File: config.mk
export PLATFORM = sky130hd
export DESIGN_NAME = hs_buffer
export DESIGN_NICKNAME = d
export VERILOG_FILES = /design/src/rtl/hs_pkg.sv /design/src/rtl/hs_ram.sv /design/src/rtl/hs_buffer.sv
export SDC_FILE = /design/constraint.sdc
export NUM_CORES = 1
export LEC_CHECK = 0
export CORE_ASPECT_RATIO = 2
export CORE_UTILIZATION = 30
export DETAILED_ROUTE_END_ITERATION = 10
export REMOVE_ABC_BUFFERS = 1
export SYNTH_ARGS = -nofsm -noshare
export SYNTH_HDL_FRONTEND = slang
export SYNTH_SLANG_ARGS = --single-unit
File: constraint.sdc
create_clock -name clk -period 6.64 [get_ports clk]
set_clock_uncertainty 0.05 [all_clocks]
set_input_delay 1.66 -clock clk [delete_from_list [all_inputs] [get_ports clk]]
set_output_delay 1.66 -clock clk [all_outputs]
set_load 0.01 [all_outputs]
File: src/rtl/hs_pkg.sv
// Shared definitions for the hs_buffer handshake FIFO.
// Contents: default payload width / depth, and the occupancy FSM state type.
package hs_pkg;

   localparam int unsigned DEF_DATA_W = 32;
   localparam int unsigned DEF_DEPTH  = 4;

   typedef enum logic [1:0] {
      EMPTY   = 2'd0,
      PARTIAL = 2'd1,
      FULL    = 2'd2
   } state_t;

endpackage

File: src/rtl/hs_ram.sv
// Storage array for hs_buffer: DEPTH x DATA_W, one synchronous write port,
// asynchronous read port. Contents are never reset.
// Ports:
//   clk   - write clock
//   we    - write enable
//   waddr - write address
//   wdata - write data
//   raddr - read address
//   rdata - read data (combinational from raddr)
module hs_ram #(
   parameter int unsigned DATA_W = 32,
   parameter int unsigned DEPTH  = 4,
   localparam int unsigned ADDR_W = $clog2(DEPTH)
) (
   input  logic              clk,
   input  logic              we,
   input  logic [ADDR_W-1:0] waddr,
   input  logic [DATA_W-1:0] wdata,
   input  logic [ADDR_W-1:0] raddr,
   output logic [DATA_W-1:0] rdata
);

   logic [DATA_W-1:0] mem [DEPTH];

   // Single write port
   always_ff @(posedge clk) begin
      if (we) mem[waddr] <= wdata;
   end

   assign rdata = mem[raddr];

endmodule

File: src/rtl/hs_buffer.sv
// Valid/ready elastic FIFO buffer with EMPTY/PARTIAL/FULL occupancy FSM.
// Optional macro HS_BUFFER_BYPASS_EN: when EMPTY and s_valid && m_ready, the
// beat is forwarded combinationally from s_data to m_data without storage.
// Ports:
//   clk     - clock, rising edge
//   reset   - asynchronous active-high reset
//   s_data  - upstream payload
//   s_valid - upstream payload valid
//   s_ready - buffer can accept a beat (from state register only)
//   m_data  - downstream payload (head entry; 0 while empty)
//   m_valid - downstream payload valid
//   m_ready - downstream accepts a beat
//   count   - current occupancy
module hs_buffer
   import hs_pkg::*;
#(
   parameter int unsigned DATA_W = DEF_DATA_W,
   parameter int unsigned DEPTH  = DEF_DEPTH
) (
   input  logic                     clk,
   input  logic                     reset,
   input  logic [DATA_W-1:0]        s_data,
   input  logic                     s_valid,
   output logic                     s_ready,
   output logic [DATA_W-1:0]        m_data,
   output logic                     m_valid,
   input  logic                     m_ready,
   output logic [$clog2(DEPTH):0]   count
);

   localparam int unsigned PTR_W = $clog2(DEPTH);
   localparam int unsigned CNT_W = PTR_W + 1;

   state_t             state, state_nx;
   logic [PTR_W-1:0]   wr_ptr, wr_ptr_nx;
   logic [PTR_W-1:0]   rd_ptr, rd_ptr_nx;
   logic [CNT_W-1:0]   count_nx;
   logic               wr_en;
   logic               rd_en;
   logic               bypass;
   logic [DATA_W-1:0]  head;

   hs_ram #(
      .DATA_W (DATA_W),
      .DEPTH  (DEPTH)
   ) u_ram (
      .clk   (clk),
      .we    (wr_en),
      .waddr (wr_ptr),
      .wdata (s_data),
      .raddr (rd_ptr),
      .rdata (head)
   );

   // State, pointer and occupancy registers
   always_ff @(posedge clk or posedge reset) begin
      if (reset) begin
         state  <= EMPTY;
         wr_ptr <= '0;
         rd_ptr <= '0;
         count  <= '0;
      end else begin
         state  <= state_nx;
         wr_ptr <= wr_ptr_nx;
         rd_ptr <= rd_ptr_nx;
         count  <= count_nx;
      end
   end

   // Next-state, pointer and occupancy logic
   always_comb begin
      state_nx  = state;
      wr_ptr_nx = wr_ptr;
      rd_ptr_nx = rd_ptr;
      count_nx  = count;
      bypass    = 1'b0;
`ifdef HS_BUFFER_BYPASS_EN
      bypass    = (state == EMPTY) && s_valid && m_ready;
`endif
      // FULL blocks writes even when a read frees a slot this cycle
      wr_en = s_valid && (state != FULL) && !bypass;
      rd_en = m_ready && (state != EMPTY);

      // DEPTH is a power of two, so natural overflow wraps the pointers
      if (wr_en) wr_ptr_nx = wr_ptr + PTR_W'(1);
      if (rd_en) rd_ptr_nx = rd_ptr + PTR_W'(1);

      case (state)
         EMPTY: begin
            if (wr_en) begin
               state_nx = PARTIAL;
               count_nx = CNT_W'(1);
            end
         end
         PARTIAL: begin
            if (wr_en && !rd_en) begin
               count_nx = count + CNT_W'(1);
               if (count_nx == CNT_W'(DEPTH)) state_nx = FULL;
            end else if (rd_en && !wr_en) begin
               count_nx = count - CNT_W'(1);
               if (count_nx == '0) state_nx = EMPTY;
            end
         end
         FULL: begin
            if (rd_en) begin
               state_nx = PARTIAL;
               count_nx = count - CNT_W'(1);
            end
         end
         default: state_nx = EMPTY;
      endcase
   end

   assign s_ready = (state != FULL);

`ifdef HS_BUFFER_BYPASS_EN
   assign m_valid = (state != EMPTY) || bypass;
   assign m_data  = bypass ? s_data : ((state == EMPTY) ? '0 : head);
`else
   assign m_valid = (state != EMPTY);
   assign m_data  = (state == EMPTY) ? '0 : head;
`endif

endmodule
### Yosys cells after proc, flatten, opt, wreduce, memory -nomap -nowiden

Memories as Yosys holds them, arrays and structs flattened.
Index checks and enable logic that the tools add are counted.

* $add $sub $neg: 4
* $mul: 0
* div/mod/pow operators: 0
* $lt $le $gt $ge: 0
* eq/ne operators: 9
* shift-type cells: 0
* mux-type cells: 15
* bitwise gates (word level): 0
* reduce and logical (&&, ||, !) cells: 12

Operators by type and width (number)
* $mux W32: 1
* $mux W2: 6
* $mux W3: 4
* $ne A3 B3 Y1 const B: 3
* $pmux W3 S3: 1
* $pmux W2 S3: 1
* $reduce_and A5 Y1: 1
* $add A2 B1 Y2 const B: 2
* $logic_and A1 B1 Y1: 4
* $ne A2 B2 Y1 const B: 2
* $reduce_and A4 Y1: 1
* $add A3 B1 Y3 const B: 1
* $eq A3 B3 Y1 const B: 1
* $logic_not A3 Y1: 1
* $reduce_bool A3 Y1: 1
* $sub A3 B1 Y3 const B: 1
* $eq A2 B1 Y1 const B: 1
* $eq A2 B2 Y1 const B: 1
* $logic_not A1 Y1: 2
* $logic_not A2 Y1: 1
* $mux W1: 2
* $ne A2 B1 Y1 const B: 1
* $reduce_bool A2 Y1: 1

* flip-flop bits (word level): 9
* bits in latches: 0
* bits in writable memories: 128
* memory bits (read-only): 0
* input bits: 36
* output and inout port bits: 37
* logic and storage cells: 45
* memories kept: 1

Memory list
* u_ram.mem: words 4, bits a word 32, rd ports 1, clocked after memory_dff 0, wr ports 1, line hs_ram.sv:23 `logic [DATA_W-1:0] mem [DEPTH];`

### Longest topological paths before layout

* depth in word-level cells: 7
* depth in mapped cells: 9
* depth with buffers taken out: 9

### Modules after synthesis

Synthesis repeated with hierarchy kept, for this count alone.

* cells, all modules: 270
* area total of the unflattened synthesis: 5534.1 um2

By module, submodules not included
* hs_ram: times used 1, cells each 171, area each 4689.5 um2
* hs_buffer: times used 1, cells each 99, area each 844.6 um2

### Least setup slack after synthesis

OpenSTA, ideal clock, no wires.

* path kind: input to register
* start point: in s_valid
* end point: mem u_ram.mem[0][0], enable pin
* library setup time: 0.392 ns
* arrival time: 2.852 ns
* setup slack: 3.346 ns
* stages: 3
* path buffers: 1
* cells stage by stage: nor2b_1 -> clkbuf_1 -> and2_1

* word-level cells in the longest chain between the ends: 3

RTL lines
* start, declared: line hs_buffer.sv:23 `input logic s_valid,`
* $logic_and A1 B1 Y1: line hs_buffer.sv:81 `wr_en = s_valid && (state != FULL) && !bypass;`
* named net u_ram.we: line hs_ram.sv:16 `input logic we,`
* $mux W1: line hs_ram.sv:27 `if (we) mem[waddr] <= wdata;`
* $mux W1 (implied by the code): line hs_ram.sv:27
* end, declared: line hs_ram.sv:23

The timed path passes the listed nets, and every way through them passes these cells.

### Worst setup path after layout

* start point: reg rd_ptr[0]
* end point: out m_data[30]

* word-level cells in the longest chain between the ends: 2

RTL lines
* start, declared: line hs_buffer.sv:36 `logic [PTR_W-1:0] rd_ptr, rd_ptr_nx;`
* start signal, assigned: line hs_buffer.sv:65 `rd_ptr <= rd_ptr_nx;`
* $mem_v2 Z4 W32
* $mux W32: line hs_buffer.sv:121 `assign m_data = (state == EMPTY) ? '0 : head;`
* end, declared: line hs_buffer.sv:25 `output logic [DATA_W-1:0] m_data,`

No other way between the ends.

==> results.md <==
- Initial antenna violation count: 0
- Final period util: 65.40%
- Slew of the pin with the lowest slew margin: 0.9104 ns
- Slew HR: 39.31%
- Later-pin clock latency in the skew report: 0.41 ns
- RSZ-0062 raised after global routing: false
- Post-CTS sizing: 0
- Core Area: 0.01831 mm^2
- Placer Congestion: 0.6684
- Area share of the largest cell type after synthesis: 68.22%
- Layout cells sized above 1: 19.73%
- Final setup vio count: 0
- Crit start category: register
- WHS Endpoint: rd_ptr[0]$_DFFE_PP0P_
- Min cycle time layout: 4.343 ns
- Static leakage: 2.408 nW
- Critical path data required time: 4.93 ns
- Hold_buf cts: 0
- N_diodes: 0
- Total wire length: 10,730 um
- R2r setup slk: 3.89 ns
- DRC Markers: 0
- Hold depth: 1
- Detailed-route via count: 2,724
- Routed len/inst: 18.31 um
- Cts bufs inserted: 17
- Die Area: 0.01937 mm^2
- Fill cell count: 1,626
- Clock transition at path regs: 0.05 ns
- Commonest cells post-synth: 128 x edfxtp_1, 36 x and2_1, 28 x mux4_2
- Async set-or-reset flop fraction in the synthesized netlist: 6.569%
- Upper clock frequency limit: 230.3 MHz
- Ports: 73
- Setup bufs post-CTS: 0
- First-pass GRT wire length: 16,710 um
- Hold Startpoint: rd_ptr[0]$_DFFE_PP0P_
- Mapped Cells: 278
- Pin count of the biggest net entering global routing: 37
- Unique masters post-synth: 32
- Clock tree buffer depth: 2
- Seq/Total Area, Yosys: 72.22%
- Final hold vios: 0
- Power Density: 461.0 mW/mm^2
- Worst r2r src: state[0]$_DFFE_PP0P_
- Tot GR Track Use: 12.02%
- Final Util: 38.89%
- Final #Nets: 407
- Final ANT Viol Nets: 0
- Port bufs: 72
- GR Overflow Total: 0
- Slew Viols, Final: 0
- Maximum VDD drop: 0.2973 mV
- HPWL after DPL: 6834 um
- Std cell rows: 70
- Clock sink count: 137
- Post-Syn Area: 0.005634 mm^2
- Crit Path Max Fanout: 32
- Type of the tightest min-delay check: reg2reg
- Count leader, synth: edfxtp_1
- Status: completed
- DR pass1 iterations: 4
- CTS tree: built
- WHS: 0.4328 ns
- Chip height: 195.8 um
- Reg2reg end: count[2]$_DFFE_PP0P_
- Max-Cap Viols: 0
- Iter 0 DRT Violations: 157
- Layout area overhead: 26.36%
- Post-synth EDFFs: 128
- Initial core utilization: 30.78%
- Post-synth top flop: edfxtp_1
- Largest area contributor in the netlist: edfxtp_1
- Setup TNS: 0 ns
- Vias per cell: 4.648
- Total power: 3.282 mW
- CP Capture Type: output port
- Flops & latches, synth: 137
- WP data arrival: 2.63 ns
- H-tree Lvls: 4
- CP Class: reg2out
- Die X: 98.91 um
- Main area contributors after synthesis: edfxtp_1 68%, mux4_2 11%, and2_1 4.0%
- Syn Area/Cell: 20.27 um^2
- Ys Warns: 0
- Root Buffer: clkbuf_16
- Reg2reg path depth: 9
- Number of global-route vias before repair: 2,989
-- power by group --
group | internal, mW | total [mW] | switching [mW]
registers | 1.14 | 1.24 | 0.0949
logic | 0.610 | 1.11 | 0.500
clock network | 0.596 | 0.933 | 0.337
total | 2.35 | 3.28 | 0.932
-- flip-flops by register name, indices dropped and copies added, names as in the netlist --
register	flops
count	3
wr_ptr	2
u_ram.mem	128
state	2
rd_ptr	2
-- kinds of logic (layout without fill, tap and decap cells) --
logic type | Yosys count | after routing | share of synthesized area [%]
adder cells (fa/ha/maj) | 14 | 14 | 3.109
buffers and inverters | 23 | 115 | 2.731
AND/OR/NAND/NOR | 52 | 52 | 5.375
flip-flops | 137 | 137 | 72.22
multiplexers | 36 | 36 | 13.95
AO/OA/AOI/OAI | 11 | 11 | 1.843
XOR/XNOR | 5 | 5 | 0.7772
-- worst max-delay path, stage by stage (launching register included) --
cell and delay, ns:
dfrtp_2 0.38, buf_4 0.55, mux4_1 0.64, and2_1 0.17, clkdlybuf4s50_1 0.48
-- metrics by stage --
step	area [um^2]	std cells	setup WS, ns
after global placement	6524	554	2.687
after CTS	7119	586	2.201
after global routing	7119	586	2.129
after detailed placement	6524	554	2.645
final	7119	586	2.297
after floorplan	5518	265	2.684
-- area by class of cell --
class                   count  area [um^2]  area share (%)
inverters                  10        37.54          0.5272
repair buffers             73        728.2           10.23
clock inverters            13        152.6           2.144
well taps                 216        270.3           3.796
multi-input cells         118         1416           19.89
flip-flops and latches    137         4071           57.19
clock buffers              19        442.9           6.221
-- worst max-delay path by stage --
stage                          start  cells after the start    endpoint
5_1_grt        rd_ptr[0]$_DFFE_PP0P_                      4  m_data[30]
3_5_place_dp   rd_ptr[0]$_DFFE_PP0P_                      4   m_data[5]
6_report       rd_ptr[0]$_DFFE_PP0P_                      4  m_data[30]
3_3_place_gp   rd_ptr[0]$_DFFE_PP0P_                      4  m_data[30]
2_1_floorplan  rd_ptr[0]$_DFFE_PP0P_                      2  m_data[27]
4_1_cts        rd_ptr[0]$_DFFE_PP0P_                      4   m_data[5]
-- routing by layer --
metal  GRT usage [%]  wire length, um  vias up
li1                -                -     1246
met1           11.28             3596     1402
met2           23.41             6464       63
met3           3.099              451       13
met4           5.804              220        0
met5               0                0        -
-- layout by cell type, fill, tap and decap left out, types with 2 or more instances in the layout --
cell             instances
nand3_1                  2
clkdlybuf4s50_1         72
mux2_4                   2
clkbuf_16               17
clkinv_2                 5
mux2i_1                  2
nand2_1                  7
o21ai_0                  2
inv_1                    9
a21boi_0                 2
and2_2                   4
mux4_1                   4
nor2b_1                  2
and2_1                  32
dfrtp_2                  2
ha_1                    14
clkinvlp_4               5
nor2_1                   2
bufinv_16                3
xnor2_1                  4
dfrtp_1                  7
edfxtp_1               128
mux4_2                  28
No activity file was read; power rests on OpenSTA's default activity.
